File: src/rtl/dcache_resp_trace_ctrl_if.sv
// Bundles the DCache response scope signals and the outgoing trace packet
// port. The master side produces responses and consumes packets; the slave
// side is the capture controller.
interface dcache_resp_trace_ctrl_if #(
    parameter int TS_W = 16
);
    // DCache response scope
    logic            resp_valid;
    logic            resp_miss;
    logic [31:0]     resp_addr;
    logic            resp_has_data;
    logic [31:0]     resp_rdata;
    logic [6:0]      resp_id;
    logic [4:0]      resp_cmd;
    logic [1:0]      resp_size;

    // Trace packet port toward the funnel
    logic            pkt_valid;
    logic            pkt_ready;
    logic            pkt_type;
    logic [TS_W-1:0] pkt_ts;
    logic [31:0]     pkt_addr;
    logic [31:0]     pkt_data;
    logic [6:0]      pkt_id;
    logic [4:0]      pkt_cmd;
    logic            pkt_miss;
    logic [1:0]      pkt_size;

    modport master (
        output resp_valid, resp_miss, resp_addr, resp_has_data,
               resp_rdata, resp_id, resp_cmd, resp_size,
        output pkt_ready,
        input  pkt_valid, pkt_type, pkt_ts, pkt_addr, pkt_data,
               pkt_id, pkt_cmd, pkt_miss, pkt_size
    );

    modport slave (
        input  resp_valid, resp_miss, resp_addr, resp_has_data,
               resp_rdata, resp_id, resp_cmd, resp_size,
        input  pkt_ready,
        output pkt_valid, pkt_type, pkt_ts, pkt_addr, pkt_data,
               pkt_id, pkt_cmd, pkt_miss, pkt_size
    );
endinterface

File: src/rtl/dcache_resp_trace_ctrl.sv
// Capture scheduler for hart-0 DCache response scope signals.
// Filters each response, timestamps it, buffers it in a small FIFO and
// drains it as trace packets. When the FIFO overflows, dropped events are
// counted and a single overflow marker carrying the drop count is queued
// ahead of any later event, so packet order always matches capture order.
module dcache_resp_trace_ctrl #(
    parameter int DEPTH = 4,   // FIFO entries, power of two, >= 2
    parameter int TS_W  = 16   // timestamp width
) (
    input  logic                          clock,
    input  logic                          reset,
    input  logic                          en,
    input  logic                          filt_miss_only,
    input  logic [31:0]                   filt_cmd_mask,
    dcache_resp_trace_ctrl_if.slave       bus,
    output logic [15:0]                   drop_total,
    output logic                          busy
);

    localparam int PTR_W = (DEPTH > 1) ? $clog2(DEPTH) : 1;
    localparam int CNT_W = PTR_W + 1;

    typedef enum logic {
        ST_IDLE = 1'b0,
        ST_OVF  = 1'b1
    } state_t;

    typedef struct packed {
        logic            typ;
        logic [TS_W-1:0] ts;
        logic [31:0]     addr;
        logic [31:0]     data;
        logic [6:0]      id;
        logic [4:0]      cmd;
        logic            miss;
        logic [1:0]      size;
    } entry_t;

    // Free-running timestamp
    logic [TS_W-1:0]  ts_q;

    // FIFO storage and bookkeeping
    entry_t           mem [DEPTH];
    logic [PTR_W-1:0] wr_ptr_q;
    logic [PTR_W-1:0] rd_ptr_q;
    logic [CNT_W-1:0] count_q;
    logic             full;
    logic             empty;
    logic             pop;

    // Overflow tracking
    state_t           state_q;
    state_t           state_d;
    logic [15:0]      pend_q;
    logic [15:0]      pend_d;
    logic             push;
    logic             push_marker;
    logic             drop;

    logic             cap;
    entry_t           event_entry;
    entry_t           marker_entry;
    entry_t           push_entry;
    entry_t           head;

    // Full/empty come from the registered count only, so a same-cycle pop
    // never makes room for a push.
    assign full  = (count_q == CNT_W'(DEPTH));
    assign empty = (count_q == '0);
    assign pop   = ~empty & bus.pkt_ready;

    assign cap = en & bus.resp_valid & filt_cmd_mask[bus.resp_cmd]
               & (~filt_miss_only | bus.resp_miss);

    always_comb begin
        event_entry      = '0;
        event_entry.typ  = 1'b0;
        event_entry.ts   = ts_q;
        event_entry.addr = bus.resp_addr;
        event_entry.data = bus.resp_has_data ? bus.resp_rdata : 32'h0;
        event_entry.id   = bus.resp_id;
        event_entry.cmd  = bus.resp_cmd;
        event_entry.miss = bus.resp_miss;
        event_entry.size = bus.resp_size;
    end

    // Marker carries only its timestamp and the pending drop count.
    always_comb begin
        marker_entry      = '0;
        marker_entry.typ  = 1'b1;
        marker_entry.ts   = ts_q;
        marker_entry.addr = {16'h0, pend_q};
    end

    assign push_entry = push_marker ? marker_entry : event_entry;

    // Timestamp counter, wraps naturally at 2^TS_W
    // NOTE: sequential state uses non-blocking assignments so every flop
    // samples pre-edge values regardless of block evaluation order.
    always_ff @(posedge clock or posedge reset) begin
        if (reset) begin
            ts_q <= '0;
        end else begin
            ts_q <= ts_q + 1'b1;
        end
    end

    // Capture decision: push event, push marker, or drop into the pending count
    // NOTE: every output of this block gets a default first so no path
    // leaves a signal unassigned and infers a latch.
    always_comb begin
        state_d     = state_q;
        pend_d      = pend_q;
        push        = 1'b0;
        push_marker = 1'b0;
        drop        = 1'b0;
        unique case (state_q)
            ST_IDLE: begin
                if (cap) begin
                    if (!full) begin
                        push = 1'b1;
                    end else begin
                        drop    = 1'b1;
                        pend_d  = 16'd1;
                        state_d = ST_OVF;
                    end
                end
            end
            ST_OVF: begin
                if (full) begin
                    if (cap) begin
                        drop   = 1'b1;
                        pend_d = (pend_q == 16'hFFFF) ? pend_q : pend_q + 16'd1;
                    end
                end else begin
                    // Marker takes the free slot; a capture arriving now
                    // cannot also be queued, so it opens a new drop run.
                    push        = 1'b1;
                    push_marker = 1'b1;
                    if (cap) begin
                        drop   = 1'b1;
                        pend_d = 16'd1;
                    end else begin
                        pend_d  = 16'd0;
                        state_d = ST_IDLE;
                    end
                end
            end
            default: begin
                state_d = ST_IDLE;
                pend_d  = 16'd0;
            end
        endcase
    end

    // Overflow state and pending drop count
    always_ff @(posedge clock or posedge reset) begin
        if (reset) begin
            state_q <= ST_IDLE;
            pend_q  <= 16'd0;
        end else begin
            state_q <= state_d;
            pend_q  <= pend_d;
        end
    end

    // Sticky saturating drop counter
    always_ff @(posedge clock or posedge reset) begin
        if (reset) begin
            drop_total <= 16'd0;
        end else if (drop && drop_total != 16'hFFFF) begin
            drop_total <= drop_total + 16'd1;
        end
    end

    // FIFO pointers and occupancy
    always_ff @(posedge clock or posedge reset) begin
        if (reset) begin
            wr_ptr_q <= '0;
            rd_ptr_q <= '0;
            count_q  <= '0;
        end else begin
            if (push) begin
                wr_ptr_q <= wr_ptr_q + 1'b1;
            end
            if (pop) begin
                rd_ptr_q <= rd_ptr_q + 1'b1;
            end
            unique case ({push, pop})
                2'b10:   count_q <= count_q + CNT_W'(1);
                2'b01:   count_q <= count_q - CNT_W'(1);
                default: count_q <= count_q;
            endcase
        end
    end

    // FIFO storage write
    // NOTE: the storage array has no reset; packet outputs are masked by
    // pkt_valid, so stale contents are never visible.
    always_ff @(posedge clock) begin
        if (push) begin
            mem[wr_ptr_q] <= push_entry;
        end
    end

    // Head entry is held until popped, which keeps outputs stable under
    // backpressure; forcing zero when empty gives all-zero outputs in reset.
    assign head = empty ? '0 : mem[rd_ptr_q];

    assign bus.pkt_valid = ~empty;
    assign bus.pkt_type  = head.typ;
    assign bus.pkt_ts    = head.ts;
    assign bus.pkt_addr  = head.addr;
    assign bus.pkt_data  = head.data;
    assign bus.pkt_id    = head.id;
    assign bus.pkt_cmd   = head.cmd;
    assign bus.pkt_miss  = head.miss;
    assign bus.pkt_size  = head.size;

    assign busy = ~empty | (state_q == ST_OVF);

endmodule

File: src/flat_wrapper.sv
// flat-port wrapper written by rule: the top's interface ports become plain ports
module dcache_resp_trace_ctrl_flat 
#(
    parameter int DEPTH = 4,                                      
    parameter int TS_W  = 16                     
)
  (clock, reset, en, filt_miss_only, filt_cmd_mask, drop_total, busy, bus_resp_valid, bus_resp_miss, bus_resp_addr, bus_resp_has_data, bus_resp_rdata, bus_resp_id, bus_resp_cmd, bus_resp_size, bus_pkt_ready, bus_pkt_valid, bus_pkt_type, bus_pkt_ts, bus_pkt_addr, bus_pkt_data, bus_pkt_id, bus_pkt_cmd, bus_pkt_miss, bus_pkt_size);
  dcache_resp_trace_ctrl_if #(.TS_W(TS_W)) bus_i ();
  input  logic clock;
  input  logic reset;
  input  logic en;
  input  logic filt_miss_only;
  input  logic [31:0] filt_cmd_mask;
  output logic [15:0] drop_total;
  output logic busy;
  input wire logic [$bits(bus_i.resp_valid)-1:0] bus_resp_valid;
  input wire logic [$bits(bus_i.resp_miss)-1:0] bus_resp_miss;
  input wire logic [$bits(bus_i.resp_addr)-1:0] bus_resp_addr;
  input wire logic [$bits(bus_i.resp_has_data)-1:0] bus_resp_has_data;
  input wire logic [$bits(bus_i.resp_rdata)-1:0] bus_resp_rdata;
  input wire logic [$bits(bus_i.resp_id)-1:0] bus_resp_id;
  input wire logic [$bits(bus_i.resp_cmd)-1:0] bus_resp_cmd;
  input wire logic [$bits(bus_i.resp_size)-1:0] bus_resp_size;
  input wire logic [$bits(bus_i.pkt_ready)-1:0] bus_pkt_ready;
  output wire logic [$bits(bus_i.pkt_valid)-1:0] bus_pkt_valid;
  output wire logic [$bits(bus_i.pkt_type)-1:0] bus_pkt_type;
  output wire logic [$bits(bus_i.pkt_ts)-1:0] bus_pkt_ts;
  output wire logic [$bits(bus_i.pkt_addr)-1:0] bus_pkt_addr;
  output wire logic [$bits(bus_i.pkt_data)-1:0] bus_pkt_data;
  output wire logic [$bits(bus_i.pkt_id)-1:0] bus_pkt_id;
  output wire logic [$bits(bus_i.pkt_cmd)-1:0] bus_pkt_cmd;
  output wire logic [$bits(bus_i.pkt_miss)-1:0] bus_pkt_miss;
  output wire logic [$bits(bus_i.pkt_size)-1:0] bus_pkt_size;
  assign bus_i.resp_valid = bus_resp_valid;
  assign bus_i.resp_miss = bus_resp_miss;
  assign bus_i.resp_addr = bus_resp_addr;
  assign bus_i.resp_has_data = bus_resp_has_data;
  assign bus_i.resp_rdata = bus_resp_rdata;
  assign bus_i.resp_id = bus_resp_id;
  assign bus_i.resp_cmd = bus_resp_cmd;
  assign bus_i.resp_size = bus_resp_size;
  assign bus_i.pkt_ready = bus_pkt_ready;
  assign bus_pkt_valid = bus_i.pkt_valid;
  assign bus_pkt_type = bus_i.pkt_type;
  assign bus_pkt_ts = bus_i.pkt_ts;
  assign bus_pkt_addr = bus_i.pkt_addr;
  assign bus_pkt_data = bus_i.pkt_data;
  assign bus_pkt_id = bus_i.pkt_id;
  assign bus_pkt_cmd = bus_i.pkt_cmd;
  assign bus_pkt_miss = bus_i.pkt_miss;
  assign bus_pkt_size = bus_i.pkt_size;
  dcache_resp_trace_ctrl #(.DEPTH(DEPTH), .TS_W(TS_W)) u_core (.clock(clock), .reset(reset), .en(en), .filt_miss_only(filt_miss_only), .filt_cmd_mask(filt_cmd_mask), .bus(bus_i), .drop_total(drop_total), .busy(busy));
endmodule
File: config.mk
export PLATFORM = sky130hd
export DESIGN_NAME = dcache_resp_trace_ctrl_flat
export DESIGN_NICKNAME = d
export VERILOG_FILES = /design/src/rtl/dcache_resp_trace_ctrl_if.sv /design/src/rtl/dcache_resp_trace_ctrl.sv /design/src/flat_wrapper.sv
export SDC_FILE = /design/constraint.sdc
export NUM_CORES = 1
export LEC_CHECK = 0
export CORE_UTILIZATION = 55
export DETAILED_ROUTE_END_ITERATION = 8
export PLACE_DENSITY = 0.79
export RECOVER_POWER = 25
export SYNTH_ARGS = -nofsm -noshare
export SYNTH_HDL_FRONTEND = slang
export SYNTH_SLANG_ARGS = --single-unit
export TNS_END_PERCENT = 10
File: constraint.sdc
create_clock -name clock -period 11.6 [get_ports clock]
set_input_delay 2.32 -clock clock [delete_from_list [all_inputs] [get_ports clock]]
set_output_delay 2.32 -clock clock [all_outputs]
set_load 0.03 [all_outputs]
# Word level (Yosys, flattened, before mapping)
# Memories as Yosys holds them, arrays and structs flattened.
# Cells that the tools add are included.
totals:
  register_bits: 56
  latch_bits: 0
  mem_bits_rw: 384
  romBits: 0
  inputBits: 118
  n_memories: 1
op_classes:
  n_addsub: 7
  n_mul: 0
  div_mod_pow: 0
  magnitude_cmp: 1
  n_eq_ne: 9
  shifts: 0
  muxes: 25
  bitwise: 9
  reduce_logical: 4
memory_table:
  columns: ["memory", "words", "word_bits", "rd", "rd_clocked_by_memory_dff", "wr", "line", "text"]
  rows:
  - ["u_core.mem", 4, 96, 1, 0, 1, "dcache_resp_trace_ctrl.sv:43", "entry_t mem [DEPTH];"]
op_table:
  columns: ["op", "count"]
  rows:
  - ["$mux 96", 2]
  - ["$mux 16", 5]
  - ["$add 16x1->16 const B", 3]
  - ["$mux 32", 1]
  - ["$pmux 16 s2", 1]
  - ["$eq 16x16->1 const B", 1]
  - ["$ne 16x16->1 const B", 1]
  - ["$mux 1", 11]
  - ["$lt 5x6->1 const B", 1]
  - ["$ne 3x3->1 const B", 2]
  - ["$pmux 1 s2", 3]
  - ["$pmux 3 s2", 1]
  - ["$bmux 1 s5", 1]
  - ["$add 2x1->2 const B", 2]
  - ["$and 1x1->1", 4]
  - ["$ne 2x1->1 const B", 2]
  - ["$reduce_and 4->1", 1]
  - ["$add 3x1->3 const B", 1]
  - ["$eq 3x3->1 const B", 1]
  - ["$logic_not 3->1", 1]
  - ["$not 1->1", 3]
  - ["$sub 3x1->3 const B", 1]
  - ["$eq 2x1->1 const B", 1]
  - ["$eq 2x2->1 const B", 1]
  - ["other kinds (3)", 4]

# Longest topological paths before layout
logic_depth:
  word_depth: 8
  mapped_depth: 14
  ltp_nobuf: 12

# Worst setup path before layout
# OpenSTA, ideal clock, no wires.
synth_timing:
  kind: "input -> register"
  from: "input bus_resp_cmd[1]"
  to: "memory u_core.mem[0][0] (netlist name) (enable)"
  setup_time_ns: 0.466
  arrival_time_ns: 6.214
  required_time_ns: 11.134
  setup_slack_ns: 4.921
  stages: 8
  n_path_buf: 2
  path_cell_list: "buf_6 buf_12 mux2i_1 mux4_2 a221oi_4 nand2_4 a21oi_2 and2_1"
synth_via:
  elab_chain_cells: 8
synth_lines:
  columns: ["element", "line", "text"]
  rows:
  - ["from (decl)", "flat_wrapper.sv:22", "input wire logic [$bits(bus_i.resp_cmd)-1:0] bus_resp_cmd;"]
  - ["$bmux 1 s5", "dcache_resp_trace_ctrl.sv:72", "assign cap = en & bus.resp_valid & filt_cmd_mask[bus.resp_cmd]"]
  - ["$mux 1 (implied by the code)", "dcache_resp_trace_ctrl.sv:72", null]
  - ["$and 1x1->1", "dcache_resp_trace_ctrl.sv:72", null]
  - ["$and 1x1->1", "dcache_resp_trace_ctrl.sv:73", "& (~filt_miss_only | bus.resp_miss);"]
  - ["$mux 1", "dcache_resp_trace_ctrl.sv:119", "if (cap) begin"]
  - ["$pmux 1 s2", "dcache_resp_trace_ctrl.sv:117", "unique case (state_q)"]
  - ["$mux 1", "dcache_resp_trace_ctrl.sv:201", "if (push) begin"]
  - ["$mux 1 (implied by the code)", "dcache_resp_trace_ctrl.sv:202", "mem[wr_ptr_q] <= push_entry;"]
  - ["to (decl)", "dcache_resp_trace_ctrl.sv:43", null]
# Every way passes these cells. The select of a mux whose other input is x is not followed.

# Final worst setup path
layout_timing:
  from: "input bus_resp_cmd[1]"
  to: "memory u_core.mem[1][65] (netlist name) (enable)"
# Same word-level chain as after synthesis.

==> results.txt <==
- Violations in the final reports: max-capacitance violations, max-slew violations
- DRC Markers: 0
- For this run, the top clock speed supported by timing is about 150 MHz.
- Post-Syn Instances: between 1k and 1.5k
- Clock root buffer: sky130_fd_sc_hd__clkbuf_16
- Global routing finished with a remaining overflow of 0.
* Standard-cell row count: 66
- The longest clock path from root to sink contains 3 buffers.
* Number of synthesized register bits: 440
- In the final routed layout, each cell accounts on average for between 20 and 25 um.
- Arr. time, crit path: approximately 6.7 ns
- The count of nets left with antenna violations once routing finished came out at 0.
* Sort of element at the start of the critical path: input pin
- Setup Total Neg Slack: 0 ns
* Highest net fanout along the worst path: 67
- The internal power of the cells totals ~3400 uW.
- Static leakage: between 0.007 and 0.008 uW
* Skew final: roughly 0.019 ns
- Setup violations remaining at the end of the flow were counted as 0.
- The first global-routing pass estimated about 58000 um of wire.
- The number of nets in the synthesized netlist is 1173.
- Yosys printed 0 warnings.
- Share of async-settable or async-resettable flops after synthesis: between 10% and 20%
- TritonCTS built the clock tree.
* Start point of the critical path: bus_resp_cmd[1]
- Number of global-route vias before repair: around 10k
- After clock tree synthesis, the repair step resized 0 gates.
- Dividing total power by cell area gives a power density of between 200 and 250 nW/um^2.
* Outcome: finished, violations left
* Number of buffers inserted by port buffering: around 230
- In the final layout, the share of cells above drive strength 1 is between 10% and 20%.
- Measured in cells, the most critical reg-to-reg path has a length of 6.
- Final critical-path share of the clock period: around 56%
- Subtracting the final worst setup slack from the clock period gives approximately 6.5 ns.
* Post-CTS Setup Repair Bufs: 0
* Switching power share of the total: ~33%
- Part of the power in combinational logic: 36.5%
* Fin util: 68.3%
- The critical path is of the input pin to flop type.
- Total chip power: slightly above 5000 uW
- Switching power total: 1700 uW
* Worst slew margin relative to its limit: -19.9%
- Critical Path Slowest Stage Cell: sky130_fd_sc_hd__clkdlybuf4s50_1
- Number of pins with negative max-slew slack in the final report: 52
- The synthesized netlist occupies a cell area of approximately 18000 um^2.
- Placed wire-length estimate: ~23000 um
- Initial Utilization: between 50% and 60%
- The number of clock buffers added by TritonCTS is 43.
- Number of design-rule violations left by the first detailed-router iteration: 795
- CP max stage delay: between 1 and 1.5 ns
* Count of flip-flops with a built-in enable after synthesis: approximately 380
* Hold-fix buffer count after cts: 0
- Post-synthesis sequential area ratio: 70.5%
- Core region area: roughly 33000 um^2
* Synthesized area per cell: roughly 18 um^2
- The tightest min-delay check is of the flop to flop type.
- X dimension of the die: 185 um
* FF-to-FF Start: u_core.count_q[0]
- Boundary Pins: around 230
- Weighted congestion reported at the end of routability-driven placement: ~0.8
* Max Cap Viol: 1
* Via count: 10.1k
* Least-Margin Pin Slew: 1.80 ns
- The first detailed-routing pass took 5 iterations.
* Capturing element of the worst setup path: u_core.mem[1][65]
- Antenna violations before repair: 1
- Pin count of the biggest net entering global routing: 100
- The share of total power dissipated in sequential elements is between 30% and 40%.
- Nets@finish: around 1.4k
* Area grow syn2layout: 21.9%
* Ys flop type: sky130_fd_sc_hd__edfxtp_1
- The number of hold violations in the final report is 0.
* Final wirelength: roughly 38000 um
- Clock Pin Slew Worst Setup and Hold Paths: approximately 0.060 ns
- Share of power burned in the clock network: 24.8%
* Total die area: 34100 um^2
* Clock Latency Late Sink: 0.54 ns
- The netlist uses between 50 and 60 different library cells.
* Reg-to-Reg End: u_core.pend_q[10]
* Cell-by-cell listing of the critical path: clkdlybuf4s50_1, mux2i_1, mux4_2, a221oi_4, nand2_4, a21oi_2, and2_4, buf_4
- Via-to-Cell Ratio: between 5 and 6
- From bottom edge to top edge, the die measures about 180 um.
- CTS H-Tree Depth: 2
* RSZ-0062 raised after global routing: no
* Data required time of the critical path: roughly 12 ns
- VDD IR-drop max: 0.000179 V
* Clock net sink count: 440
- For flop-to-flop paths, the worst setup slack is around 8.5 ns.
- Combined global-route utilization of all metal layers: 22.5%
- Element type at the critical path end: flop
-- worst max-delay path: cells and delay by family --
kind                   cells  cell delay, ns
AOI/OAI and AO/OA          2            0.88
buffers and inverters      2            1.91
and+or+nand+nor            2            0.78
muxes                      2            0.70
-- kinds of logic after synthesis --
logic type      after synthesis  share of synthesized area (%)
simple gates                324                           10.3
flops                       440                           70.5
xor+xnor                     35                           1.67
buf+inv                      72                           1.67
compound gates               47                           1.82
mux                         119                           13.3
fa+ha+maj                     9                          0.655
-- cells in the mapped netlist, types with 4 or more instances --
cell type | count | share of area [%]
sky130_fd_sc_hd__edfxtp_1 | 384 | 63
sky130_fd_sc_hd__and2_1 | 105 | 3.6
sky130_fd_sc_hd__mux4_2 | 100 | 12
sky130_fd_sc_hd__nand2_1 | 67 | 1.4
sky130_fd_sc_hd__dfrtp_1 | 56 | 7.6
sky130_fd_sc_hd__clkbuf_1 | 39 | 0.80
sky130_fd_sc_hd__and3_1 | 36 | 1.2
sky130_fd_sc_hd__nor2b_1 | 33 | 1.1
sky130_fd_sc_hd__xor2_1 | 22 | 1.1
sky130_fd_sc_hd__inv_1 | 17 | 0.35
sky130_fd_sc_hd__mux2i_1 | 17 | 0.93
sky130_fd_sc_hd__nor2_1 | 16 | 0.33
sky130_fd_sc_hd__nand3_1 | 15 | 0.41
sky130_fd_sc_hd__o21ai_0 | 15 | 0.41
sky130_fd_sc_hd__xnor2_1 | 13 | 0.62
sky130_fd_sc_hd__buf_1 | 10 | 0.20
sky130_fd_sc_hd__ha_1 | 8 | 0.55
sky130_fd_sc_hd__nand4_1 | 8 | 0.27
sky130_fd_sc_hd__nor3_1 | 7 | 0.19
sky130_fd_sc_hd__o211ai_1 | 7 | 0.29
sky130_fd_sc_hd__or3_1 | 6 | 0.20
sky130_fd_sc_hd__or4_1 | 6 | 0.25
sky130_fd_sc_hd__a21oi_1 | 5 | 0.14
sky130_fd_sc_hd__a21o_1 | 4 | 0.16
sky130_fd_sc_hd__a31oi_1 | 4 | 0.14
sky130_fd_sc_hd__nor4_1 | 4 | 0.14
-- power by group through the flow --
stage          Sequential [uW]  Combinational, uW  Clock [uW]
3_5_place_dp              2020               1900           0
2_1_floorplan             1940               1250           0
4_1_cts                   1990               1910        1290
3_3_place_gp              2010               1880           0
6_report                  1980               1880        1270
5_1_grt                   2000               1990        1350
-- per-stage QoR --
step / instances / instance area (um^2) / setup slack (ns) / hold WS [ns]
after global placement: 1673 / 21100 / 4.61 / 0.483
after detailed placement: 1673 / 21100 / 4.47 / 0.485
final: 1754 / 22300 / 5.07 / 0.496
after global routing: 1754 / 22300 / 4.76 / 0.513
after floorplan: 1046 / 18300 / 4.92 / 0.461
after CTS: 1753 / 22300 / 5.00 / 0.500
-- layer usage --
metal | wire length [um] | part of all wire (%) | track usage (%)
met1 | 15600 | 41 | 31.3
met2 | 19000 | 51 | 37.4
met3 | 2200 | 5.8 | 3.18
met4 | 868 | 2.3 | 6.57
met5 | 0 | 0 | 0
-- final cells by class --
cell class / instances / area, um^2
Sequential cell: 440 / 12900
Tap cell: 442 / 553
Antenna cell: 1 / 2.50
Multi-Input combinational cell: 534 / 5120
Timing Repair Buffer: 240 / 2380
Clock inverter: 27 / 149
Inverter: 17 / 63.8
Fill cell: 2193 / 10400
Clock buffer: 53 / 1140
-- worst min path at each step --
stage                                    start  cells after the start  slack [ns]                   end
after floorplan              u_core.count_q[0]                      1        0.46     u_core.count_q[0]
after global placement    u_core.drop_total[9]                      1        0.48  u_core.drop_total[9]
after detailed placement  u_core.drop_total[7]                      1        0.48  u_core.drop_total[7]
after CTS                 u_core.drop_total[9]                      1        0.50  u_core.drop_total[9]
after global routing      u_core.drop_total[7]                      1        0.51  u_core.drop_total[7]
final                     u_core.drop_total[7]                      1        0.50  u_core.drop_total[7]
-- state kept, by name (all words and copies together), names as in the netlist --
register,flops
u_core.state_q,1
u_core.drop_total,16
u_core.rd_ptr_q,2
u_core.ts_q,16
u_core.wr_ptr_q,2
u_core.mem,384
u_core.count_q,3
u_core.pend_q,16
-- cell usage in the layout, fill, tap and decap left out, types with 8 or more instances in the layout --
cell                                n
sky130_fd_sc_hd__nor2_1            16
sky130_fd_sc_hd__edfxtp_1         384
sky130_fd_sc_hd__clkinv_2          15
sky130_fd_sc_hd__clkbuf_16         43
sky130_fd_sc_hd__and3_1            36
sky130_fd_sc_hd__xor2_1            22
sky130_fd_sc_hd__and2_1            99
sky130_fd_sc_hd__ha_1               8
sky130_fd_sc_hd__mux4_2           100
sky130_fd_sc_hd__nand2_1           66
sky130_fd_sc_hd__inv_1             16
sky130_fd_sc_hd__buf_4              9
sky130_fd_sc_hd__nand3_1           15
sky130_fd_sc_hd__nor2b_1           33
sky130_fd_sc_hd__o21ai_0           15
sky130_fd_sc_hd__mux2i_1           17
sky130_fd_sc_hd__nand4_1            8
sky130_fd_sc_hd__xnor2_1           13
sky130_fd_sc_hd__clkdlybuf4s50_1  227
sky130_fd_sc_hd__dfrtp_1           54
Power figures use the tool's default switching activity.
